$ cat src/rtl/request_queue_pkg.sv
// Shared types and constants for the request queue: parser op encoding,
// the parser output bundle and the stored queue entry layout.
package global_defs;

  localparam int QUEUE_SIZE    = 16;
  localparam int ADDRESS_WIDTH = 32;
  localparam int AGE_LIMIT     = 100;

  typedef enum logic [2:0] {
    NOP        = 3'd0,
    DATA_READ  = 3'd1,
    DATA_WRITE = 3'd2,
    INST_FETCH = 3'd3,
    INVALIDATE = 3'd4,
    SNOOP      = 3'd5
  } parsed_op_t;

  typedef struct packed {
    logic                     op_ready_s;
    parsed_op_t               opcode;
    logic [ADDRESS_WIDTH-1:0] address;
    logic [31:0]              time_cpu;
  } parser_out_struct_t;

  // Sized to hold AGE_LIMIT itself so the counter can saturate there.
  typedef logic [$clog2(AGE_LIMIT+1)-1:0] age_counter_t;

  typedef struct packed {
    parsed_op_t               opcode;
    logic [ADDRESS_WIDTH-1:0] address;
    logic [31:0]              time_cpu;
    age_counter_t             age;
  } queue_entry_t;

endpackage

$ cat src/rtl/request_queue_if.sv
// Parser-side push handshake and scheduler-side head/pop view of the queue.
interface request_queue_if #(
  parameter int QUEUE_SIZE = global_defs::QUEUE_SIZE
);

  global_defs::parser_out_struct_t             parser_in;
  logic                                        queue_full;
  logic                                        pop;
  logic                                        head_valid;
  global_defs::parsed_op_t                     head_op;
  logic [global_defs::ADDRESS_WIDTH-1:0]       head_address;
  logic [31:0]                                 head_time;
  global_defs::age_counter_t                   head_age;
  logic                                        head_aged;
  logic [$clog2(QUEUE_SIZE+1)-1:0]             occupancy;
  logic                                        overflow;

  modport master (
    output parser_in, pop,
    input  queue_full, head_valid, head_op, head_address, head_time,
           head_age, head_aged, occupancy, overflow
  );

  modport slave (
    input  parser_in, pop,
    output queue_full, head_valid, head_op, head_address, head_time,
           head_age, head_aged, occupancy, overflow
  );

endinterface

$ cat src/rtl/request_queue.sv
// Circular FIFO of parsed requests with per-entry saturating age counters,
// registered full/occupancy status and a sticky overflow flag.
module request_queue #(
  parameter int QUEUE_SIZE = global_defs::QUEUE_SIZE,
  parameter int AGE_LIMIT  = global_defs::AGE_LIMIT
) (
  input logic            clk,
  input logic            rst,
  request_queue_if.slave bus
);

  localparam int PTR_W = $clog2(QUEUE_SIZE);
  localparam int OCC_W = $clog2(QUEUE_SIZE+1);

  global_defs::queue_entry_t entries_q [QUEUE_SIZE];
  global_defs::queue_entry_t entries_d [QUEUE_SIZE];
  logic [PTR_W-1:0]          head_q, head_d, tail_q, tail_d;
  logic [OCC_W-1:0]          occupancy_q, occupancy_d;
  logic                      queue_full_q, queue_full_d;
  logic                      overflow_q, overflow_d;
  logic                      strobe, push, pop_en;

  function automatic logic [PTR_W-1:0] ptr_inc(input logic [PTR_W-1:0] p);
    return (p == PTR_W'(QUEUE_SIZE-1)) ? '0 : p + 1'b1;
  endfunction

  // Slot idx is live when its distance from head (mod QUEUE_SIZE) is below occupancy.
  function automatic logic entry_live(input int idx, input logic [PTR_W-1:0] head,
                                      input logic [OCC_W-1:0] occ);
    int off;
    off = (idx >= int'(head)) ? idx - int'(head) : idx + QUEUE_SIZE - int'(head);
    return off < int'(occ);
  endfunction

  always_comb begin
    // NOTE: every variable gets a default before any branch so no latch is inferred.
    strobe       = bus.parser_in.op_ready_s && (bus.parser_in.opcode != global_defs::NOP);
    push         = strobe && !queue_full_q;
    pop_en       = bus.pop && (occupancy_q != '0);
    entries_d    = entries_q;
    head_d       = pop_en ? ptr_inc(head_q) : head_q;
    tail_d       = push ? ptr_inc(tail_q) : tail_q;
    occupancy_d  = occupancy_q;
    overflow_d   = overflow_q | (strobe && queue_full_q);

    for (int i = 0; i < QUEUE_SIZE; i++) begin
      if (entry_live(i, head_q, occupancy_q) &&
          entries_q[i].age < global_defs::age_counter_t'(AGE_LIMIT)) begin
        entries_d[i].age = entries_q[i].age + 1'b1;
      end
    end

    if (push) begin
      entries_d[tail_q] = '{opcode:   bus.parser_in.opcode,
                            address:  bus.parser_in.address,
                            time_cpu: bus.parser_in.time_cpu,
                            age:      '0};
    end

    case ({push, pop_en})
      2'b10:   occupancy_d = occupancy_q + 1'b1;
      2'b01:   occupancy_d = occupancy_q - 1'b1;
      default: occupancy_d = occupancy_q;
    endcase
    queue_full_d = (occupancy_d == OCC_W'(QUEUE_SIZE));
  end

  always_ff @(posedge clk) begin
    if (rst) begin
      head_q       <= '0;
      tail_q       <= '0;
      occupancy_q  <= '0;
      queue_full_q <= 1'b0;
      overflow_q   <= 1'b0;
      // NOTE: only the ages are cleared; payload fields are don't-care until
      // written, since liveness comes from head/occupancy, not the storage.
      for (int i = 0; i < QUEUE_SIZE; i++) entries_q[i].age <= '0;
    end else begin
      head_q       <= head_d;
      tail_q       <= tail_d;
      occupancy_q  <= occupancy_d;
      queue_full_q <= queue_full_d;
      overflow_q   <= overflow_d;
      entries_q    <= entries_d;
    end
  end

  assign bus.head_valid   = (occupancy_q != '0);
  assign bus.head_op      = bus.head_valid ? entries_q[head_q].opcode   : global_defs::NOP;
  assign bus.head_address = bus.head_valid ? entries_q[head_q].address  : '0;
  assign bus.head_time    = bus.head_valid ? entries_q[head_q].time_cpu : '0;
  assign bus.head_age     = bus.head_valid ? entries_q[head_q].age      : '0;
  assign bus.head_aged    = bus.head_valid &&
                            (entries_q[head_q].age >= global_defs::age_counter_t'(AGE_LIMIT));
  assign bus.queue_full   = queue_full_q;
  assign bus.occupancy    = occupancy_q;
  assign bus.overflow     = overflow_q;

endmodule

$ cat src/flat_wrapper.sv
// flat-port wrapper written by rule: the top's interface ports become plain ports
module request_queue_flat 
#(
  parameter int QUEUE_SIZE = global_defs::QUEUE_SIZE,
  parameter int AGE_LIMIT  = global_defs::AGE_LIMIT
)
  (clk, rst, bus_parser_in, bus_pop, bus_queue_full, bus_head_valid, bus_head_op, bus_head_address, bus_head_time, bus_head_age, bus_head_aged, bus_occupancy, bus_overflow);
  request_queue_if #(.QUEUE_SIZE(QUEUE_SIZE)) bus_i ();
  input logic clk;
  input logic rst;
  input wire logic [$bits(bus_i.parser_in)-1:0] bus_parser_in;
  input wire logic [$bits(bus_i.pop)-1:0] bus_pop;
  output wire logic [$bits(bus_i.queue_full)-1:0] bus_queue_full;
  output wire logic [$bits(bus_i.head_valid)-1:0] bus_head_valid;
  output wire logic [$bits(bus_i.head_op)-1:0] bus_head_op;
  output wire logic [$bits(bus_i.head_address)-1:0] bus_head_address;
  output wire logic [$bits(bus_i.head_time)-1:0] bus_head_time;
  output wire logic [$bits(bus_i.head_age)-1:0] bus_head_age;
  output wire logic [$bits(bus_i.head_aged)-1:0] bus_head_aged;
  output wire logic [$bits(bus_i.occupancy)-1:0] bus_occupancy;
  output wire logic [$bits(bus_i.overflow)-1:0] bus_overflow;
  assign bus_i.parser_in = bus_parser_in;
  assign bus_i.pop = bus_pop;
  assign bus_queue_full = bus_i.queue_full;
  assign bus_head_valid = bus_i.head_valid;
  assign bus_head_op = bus_i.head_op;
  assign bus_head_address = bus_i.head_address;
  assign bus_head_time = bus_i.head_time;
  assign bus_head_age = bus_i.head_age;
  assign bus_head_aged = bus_i.head_aged;
  assign bus_occupancy = bus_i.occupancy;
  assign bus_overflow = bus_i.overflow;
  request_queue #(.QUEUE_SIZE(QUEUE_SIZE), .AGE_LIMIT(AGE_LIMIT)) u_core (.clk(clk), .rst(rst), .bus(bus_i));
endmodule
$ cat config.mk
export PLATFORM = sky130hd
export DESIGN_NAME = request_queue_flat
export DESIGN_NICKNAME = d
export VERILOG_FILES = /design/src/rtl/request_queue_pkg.sv /design/src/rtl/request_queue_if.sv /design/src/rtl/request_queue.sv /design/src/flat_wrapper.sv
export SDC_FILE = /design/constraint.sdc
export NUM_CORES = 1
export LEC_CHECK = 0
export CORE_MARGIN = 3
export CORE_UTILIZATION = 66
export DETAILED_ROUTE_END_ITERATION = 12
export HOLD_SLACK_MARGIN = 0.1
export PLACE_DENSITY = 0.87
export SLEW_MARGIN = 20
export SYNTH_ARGS = -nofsm -noshare
export SYNTH_HDL_FRONTEND = slang
export SYNTH_SLANG_ARGS = --single-unit
$ cat constraint.sdc
create_clock -name clk -period 9.58 [get_ports clk]
set_input_delay 1.916 -clock clk [delete_from_list [all_inputs] [get_ports clk]]
set_output_delay 1.916 -clock clk [all_outputs]
set_load 0.01 [all_outputs]
==> impl_metrics.yaml, run 1 <==
power:
  cellLeakagePower_nw: 17.7
  powerDensity_nw_per_um2: 251
  power.ir.vdd_worst_v: 0.000229
synth:
  synthesis.area_um2: 49400
  area_share_of_the_leading_cell_type_in_the_synthesized_netlist_pct: 65.2
  yosys_most_used_dff: "edfxtp_1"
  synth.largest_area_cell: "edfxtp_1"
  post_synth_inst_count: 2583
  asyncSetResetFlopFracSynth_pct: 0
  ys_ff_latch: 1199
  synth_sequential_area_ratio_pct: 70.3
  synth_top_cells_by_area: "edfxtp_1, mux4_2, dfxtp_1"
  postSynthAreaPerCell_um2: 19.1
  synth.lib_cells_used.distinct: 64
  synth_edf_count: 1072
  ys.warnings.count: 0
critical_path:
  crit-reg2reg-launch: "u_core.head_q[0]"
  start_kind: "flop"
  worst_r2r_setup_slack_ns: 4.58
  worst-r2r-cell-count: 13
  critPathCaptureType: "output pin"
  worstReg2RegEnd: "u_core.entries_q[79]"
  worstPathMaxFanout: 54
  critical_path_arrival_ns: 4.38
  critPathKind: "flop to output pin"
  required_time_at_the_endpoint_of_the_critical_path_ns: 7.66
clock_tree:
  worstSkewPairLatency_ns: 0.70
  cts_num_sinks: 1199
  post_cts_setup_buffer_count: 0
  numCtsBuffers: 112
  cts_root_buffer: "clkbuf_16"
  clk_pin_slew_worst_paths_ns: 0.06
  htreeDepth: 3
  postCtsResizedCells: 0
  cts_hold_buffers: 0
  cts_tree: "built"
  cts-root-to-sink-buffers: 3
grt:
  total_grt_overflow: 0
  global_route.usage.total_pct: 34.5
  first_global_vias: 28700
  grt_pass1_wl_um: 196000
  largest_net_degree_at_the_start_of_global_routing: 182
  initial_antenna_violation_count: 10
drt:
  detail_route.drc_violations: 0
  detailroute.via_count: 28200
  antenna_left: 0
  via_per_inst: 7.38
  routed_wl_um: 132000
  dr.pass1.iters: 9
  wl_per_cell_um: 34.6
  detail_route.iter0.violations: 4312
cells_and_area:
  post_route_cells_drive_above_1_share_pct: 21.2
  stdcell_count: 3826
  layout.nets: 2932
  multiInputGateArea_um2: 14000
  regArea_um2: 34700
  synthToLayoutAreaGrowth_pct: 12.8
  n_fill_cell: 3631
placement:
  dp_cells: 3605
  dpl.hpwl_um: 66500
  placer_s_final_routability_congestion_estimate: 0.899
  port-buffer-count: 153
run:
  max-cap-violations: 0
sta:
  maxClockFrequency_mhz: 159
  timing.slew.headroom_pct: 15.4
  min_period_ns: 6.29
  rsz0062_at_grt: "no"
  layout_worst_path_cycle_share_pct: 65.7
  tns_ns: 0
  hold_violations: 0
  maxSlewViolCount: 0
  worst_slew_pin_slew_ns: 1.26
  fin_worst_skew_ns: 0.0568
  setup_viol: 0
die:
  core_area_um2: 73600
  boundaryPins: 154
  die_outline_width_um: 280
  start_util_pct: 67.1
  die_h_um: 280
  die_area_um2: 78200
  floorplan.rows: 99
min_path:
  min-delay-start: "u_core.entries_q[1116]"
  hp-class: "flop to flop"
  whs_endpoint: "u_core.entries_q[1116]"
  whs_path_depth: 2
status:
  run_status: "finished, final reports clean"
==> cell families after synthesis <==
| kind of cell | Yosys count | share of synthesized area, % |
|---|---|---|
| AOI/OAI and AO/OA | 251 | 3.24 |
| xor gates and xnor gates | 48 | 0.851 |
| adders and majority gates | 99 | 2.51 |
| buffers and inverters | 181 | 1.72 |
| DFF | 1199 | 70.3 |
| muxes | 374 | 16.9 |
| other | 2 | 0.0152 |
| and+or+nand+nor | 429 | 4.45 |
==> state kept, by name, indices dropped and copies added (netlist names) <==
name / count
u_core.bus.queue_full: 1
u_core.entries_q: 1184
u_core.tail_q: 4
u_core.bus.occupancy: 5
u_core.bus.overflow: 1
u_core.head_q: 4
==> layer usage <==
| layer | routed length [um] | share of wire, % | global-route usage, % | vias to the layer above |
|---|---|---|---|---|
| met4 | 6160 | 4.7 | 15.7 | 8 |
| met5 | 45 | 0.034 | 0 | - |
| met3 | 13900 | 11 | 7.41 | 496 |
| li1 | - | - | - | 10900 |
| met2 | 66500 | 50 | 56.2 | 2372 |
| met1 | 45600 | 34 | 45.9 | 14400 |
==> Yosys cell counts, types with 4 or more instances <==
library cell / instances
a21o_1: 21
a21oi_1: 85
a31o_1: 5
a31o_2: 7
a31oi_1: 7
a41oi_1: 5
and2_1: 87
and3_1: 15
buf_1: 9
buf_2: 15
buf_4: 21
buf_6: 10
clkbuf_1: 66
dfxtp_1: 127
edfxtp_1: 1072
ha_1: 99
inv_1: 57
mux2i_1: 6
mux4_2: 368
nand2_1: 87
nand2b_1: 9
nand3_1: 55
nand4_1: 12
nor2_1: 85
nor2b_1: 9
nor3_1: 11
nor3b_1: 4
o21a_1: 5
o21ai_0: 52
o21ai_1: 10
o21bai_1: 8
o311ai_0: 13
o311ai_1: 6
o31ai_1: 6
or3_1: 37
or4_1: 4
xnor2_1: 25
xor2_1: 23
==> area by class of cell <==
type,count,share of cell area (%)
diodes,7,0.0314
flip-flops and latches,1199,62.3
well taps,959,2.15
repair buffers,184,3.36
multi-input cells,1205,25.1
clock buffers,138,5.35
clock inverters,74,1.29
inverters,60,0.413
==> worst max path at each step <==
stage | startpoint | to | slack [ns]
global placement | bus_parser_in[65] | u_core.entries_q[844] | 3.81
CTS | u_core.head_q[0] | bus_head_address[27] | 2.99
floorplan | bus_parser_in[65] | u_core.entries_q[229] | 3.72
detailed placement | bus_parser_in[65] | u_core.entries_q[321] | 3.47
finish | u_core.head_q[0] | bus_head_address[27] | 3.29
global route | u_core.head_q[0] | bus_head_address[27] | 3.06
==> per-stage QoR <==
| stage | worst slack [ns] | hold slack (ns) | area (um2) | utilization, % | total power, mW |
|---|---|---|---|---|---|
| after floorplan | 3.72 | 0.431 | 49400 | - | 8.26 |
| after global placement | 3.81 | 0.448 | 51900 | 70.6 | 9.26 |
| after detailed placement | 3.47 | 0.471 | 51900 | 70.6 | 9.42 |
| after CTS | 2.99 | 0.490 | 55600 | 75.6 | 14.0 |
| after global routing | 3.06 | 0.504 | 55700 | 75.8 | 14.4 |
| final | 3.29 | 0.489 | 55700 | 75.8 | 14.0 |
==> report_power, final <==
| group | switching (mW) | internal (mW) | leakage, nW |
|---|---|---|---|
| logic | 1.84 | 1.66 | 5.19 |
| clock network | 2.03 | 2.50 | 1.81 |
| registers | 0.152 | 5.80 | 10.7 |
==> cells in the final DEF (no fill, tap or decap), drive strengths merged, types with 9 or more instances in the layout <==
master         Yosys  final
a21o              21     21
buf               55     31
xor2              23     23
and2              88     88
o21ai             62     62
xnor2             25     25
nand2b             9      9
nor3              11     11
dfxtp            127    127
clkinv             1     58
nand3             56     56
clkbuf            66    138
and3              15     15
ha                99     99
clkdlybuf4s50      0    153
edfxtp          1072   1072
bufinv             0     10
inv               59     63
a31o              12     12
nor2b              9      9
nand2             87     87
o311ai            19     19
a21oi             85     85
nor2              86     86
mux4             368    368
or3               37     37
nand4             13     13
==> worst max-delay path: stages, from the launching register on <==
cell and delay (ns):
dfxtp_4 0.66, buf_16 0.31, buf_4 0.79, mux4_2 0.63, mux4_2 0.54, and2_1 0.19, clkdlybuf4s50_1 0.49
No activity file was read; power rests on OpenSTA's default activity.
==> inputs of run 2 (changes only) <==
--- a/config.mk
+++ b/config.mk
@@ -6,10 +6,10 @@
 export NUM_CORES = 1
 export LEC_CHECK = 0
 export CORE_MARGIN = 3
-export CORE_UTILIZATION = 66
+export CORE_UTILIZATION = 55
 export DETAILED_ROUTE_END_ITERATION = 12
 export HOLD_SLACK_MARGIN = 0.1
-export PLACE_DENSITY = 0.87
+export PLACE_DENSITY = 0.77
 export SLEW_MARGIN = 20
 export SYNTH_ARGS = -nofsm -noshare
 export SYNTH_HDL_FRONTEND = slang
==> constraint.sdc (replaced) <==
create_clock -name clk -period 5.4 [get_ports clk]
set_input_delay 1.08 -clock clk [delete_from_list [all_inputs] [get_ports clk]]
set_output_delay 1.08 -clock clk [all_outputs]
set_load 0.01 [all_outputs]
==> run 2 against run 1 <==
Compared with the run above:
- the flow now finishes with violations (design-rule violations)
- power grew 77%
- sequential share of layout area shrank 0.77 points
- critical path depth is 1 lower
- sequential cell count did not move
- combinational power is 75% higher
- sequential power is 78% higher
- non-clock buffer count up 25
- first-iteration DRC count shrank 21%
- critical path type unchanged
- critical endpoint is now bus_head_address[7]
- largest power group unchanged
==> impl_metrics.yaml, run 2 (same netlist as run 1, synthesis figures left out) <==
drt:
  dr.pass1.iters: 12
  via_per_inst: 6.50
  detailroute.via_count: 26400
  antenna_left: 0
  detail_route.iter0.violations: 3409
  detail_route.drc_violations: 1
  wl_per_cell_um: 29.3
  routed_wl_um: 119000
critical_path:
  slowest_delay_ns: 0.78
  critical_path.cell_chain: "buf_4 > mux4_2 > mux4_2 > and2_1 > clkdlybuf4s50_1"
  critPathKind: "flop to output pin"
  cp_common_cell: "mux4_2"
  start_kind: "flop"
  critical_path_arrival_ns: 3.80
  required_time_at_the_endpoint_of_the_critical_path_ns: 4.32
  worstPathMaxFanout: 27
  critPathCaptureType: "output pin"
  critical_path_top_delay_cell: "dfxtp_4"
die:
  start_util_pct: 55.6
  boundaryPins: 154
  die_outline_width_um: 306
  die_h_um: 306
  floorplan.rows: 109
  core_area_um2: 88800
  die_area_um2: 93500
clock_tree:
  cts_root_buffer: "clkbuf_16"
  cts_hold_buffers: 0
  cts-root-to-sink-buffers: 3
  numCtsBuffers: 115
  postCtsResizedCells: 0
  cts_tree: "built"
  htreeDepth: 3
  worstSkewPairLatency_ns: 0.70
  cts_num_sinks: 1199
  post_cts_setup_buffer_count: 0
  clk_pin_slew_worst_paths_ns: 0.06
sta:
  rsz0062_at_grt: "no"
  timing.slew.headroom_pct: 27.8
  fin_worst_skew_ns: 0.0231
  hold_violations: 0
  layout_worst_path_cycle_share_pct: 90.4
  min_period_ns: 4.88
  tns_ns: 0
  setup_ws_ns: 0.521
  setup_viol: 0
  worst_case_hold_slack_ns: 0.476
  maxSlewViolCount: 0
  maxClockFrequency_mhz: 205
  worst_slew_pin_slew_ns: 1.08
status:
  violations: "design-rule violations"
  run_status: "finished, violations left"
power:
  power.combinational.fraction_pct: 24.9
  power.sequential.fraction_pct: 42.8
  power.ir.vdd_worst_v: 0.000444
  cellLeakagePower_nw: 17.9
  intPower_mw: 17.9
  power_switching_share_pct: 27.5
  powerDensity_nw_per_um2: 437
  clockPowerShare_pct: 32.4
  netSwitchingPower_mw: 6.80
cells_and_area:
  n_fill_cell: 5788
  layout.cells.most_common: "edfxtp_1"
  layout.nets: 2960
  post_route_cells_drive_above_1_share_pct: 21.6
  layout.cells.most_common_list: "edfxtp_1, mux4_2, clkdlybuf4s50_1"
  largest_register: "u_core.entries_q"
  synthToLayoutAreaGrowth_pct: 14.2
  flip_flop_count_of_the_largest_register_all_copies_and_words_added: 1184
grt:
  total_grt_overflow: 0
  grt_pass1_wl_um: 179000
  first_global_vias: 27200
  global_route.usage.total_pct: 25.8
  initial_antenna_violation_count: 7
  largest_net_degree_at_the_start_of_global_routing: 74
placement:
  port-buffer-count: 153
  post-place-ws_ns: 0.972
  placer_s_final_routability_congestion_estimate: 0.926
  dpl.hpwl_um: 63800
min_path:
  hp-class: "flop to flop"
run:
  max-cap-violations: 0
-- run 2: power by group through the flow --
stage / clock network, mW / registers (mW) / logic, mW
6_report: 7.99 / 10.6 / 6.14
5_1_grt: 8.46 / 10.6 / 6.57
4_1_cts: 8.11 / 10.6 / 6.20
3_5_place_dp: 0 / 10.7 / 6.10
3_3_place_gp: 0 / 10.7 / 6.00
2_1_floorplan: 0 / 10.6 / 4.05
-- run 2: final timing paths --
kind,startpoint,to,slack [ns],cells after the start
worst max-delay path,u_core.head_q[0],bus_head_address[7],0.52,5
worst max register to register,u_core.head_q[0],u_core.entries_q[521],1.38,14
worst min register to register,u_core.entries_q[376],u_core.entries_q[376],0.48,2
worst min-delay path,u_core.entries_q[376],u_core.entries_q[376],0.48,2
-- run 2: final cells by class --
cell class | count | area (um2) | share of cell area [%]
Antenna cell | 3 | 7.51 | 0.0133
Clock buffer | 141 | 3040 | 5.38
Clock inverter | 71 | 684 | 1.21
Inverter | 60 | 230 | 0.408
Multi-Input combinational cell | 1205 | 14000 | 24.7
Sequential cell | 1199 | 34700 | 61.6
Tap cell | 1165 | 1460 | 2.58
Timing Repair Buffer | 209 | 2330 | 4.12
-- run 2: through the flow --
| stage | std cells | util, % | total power, mW | instance area, um2 |
|---|---|---|---|---|
| after floorplan | 2585 | - | 14.6 | 49400 |
| after global placement | 3838 | 59.4 | 16.7 | 52700 |
| after detailed placement | 3838 | 59.4 | 16.8 | 52700 |
| after CTS | 4050 | 63.6 | 24.9 | 56400 |
| after global routing | 4053 | 63.6 | 25.6 | 56400 |
| final | 4053 | 63.6 | 24.7 | 56400 |
-- run 2: routing by layer --
metal | routed length (um) | global-route usage [%] | vias up
met5 | 40 | 0 | -
met4 | 3410 | 8.58 | 6
met3 | 9650 | 4.39 | 226
met2 | 60400 | 43.3 | 1418
met1 | 45400 | 34.9 | 13800
li1 | - | - | 10900
-- run 2: worst max-delay path: cells and delay by family, from the launching register on --
family | cells | cell delay (ns)
mux | 2 | 1.10
simple gates | 1 | 0.19
flops | 1 | 0.78
buf+inv | 2 | 0.99
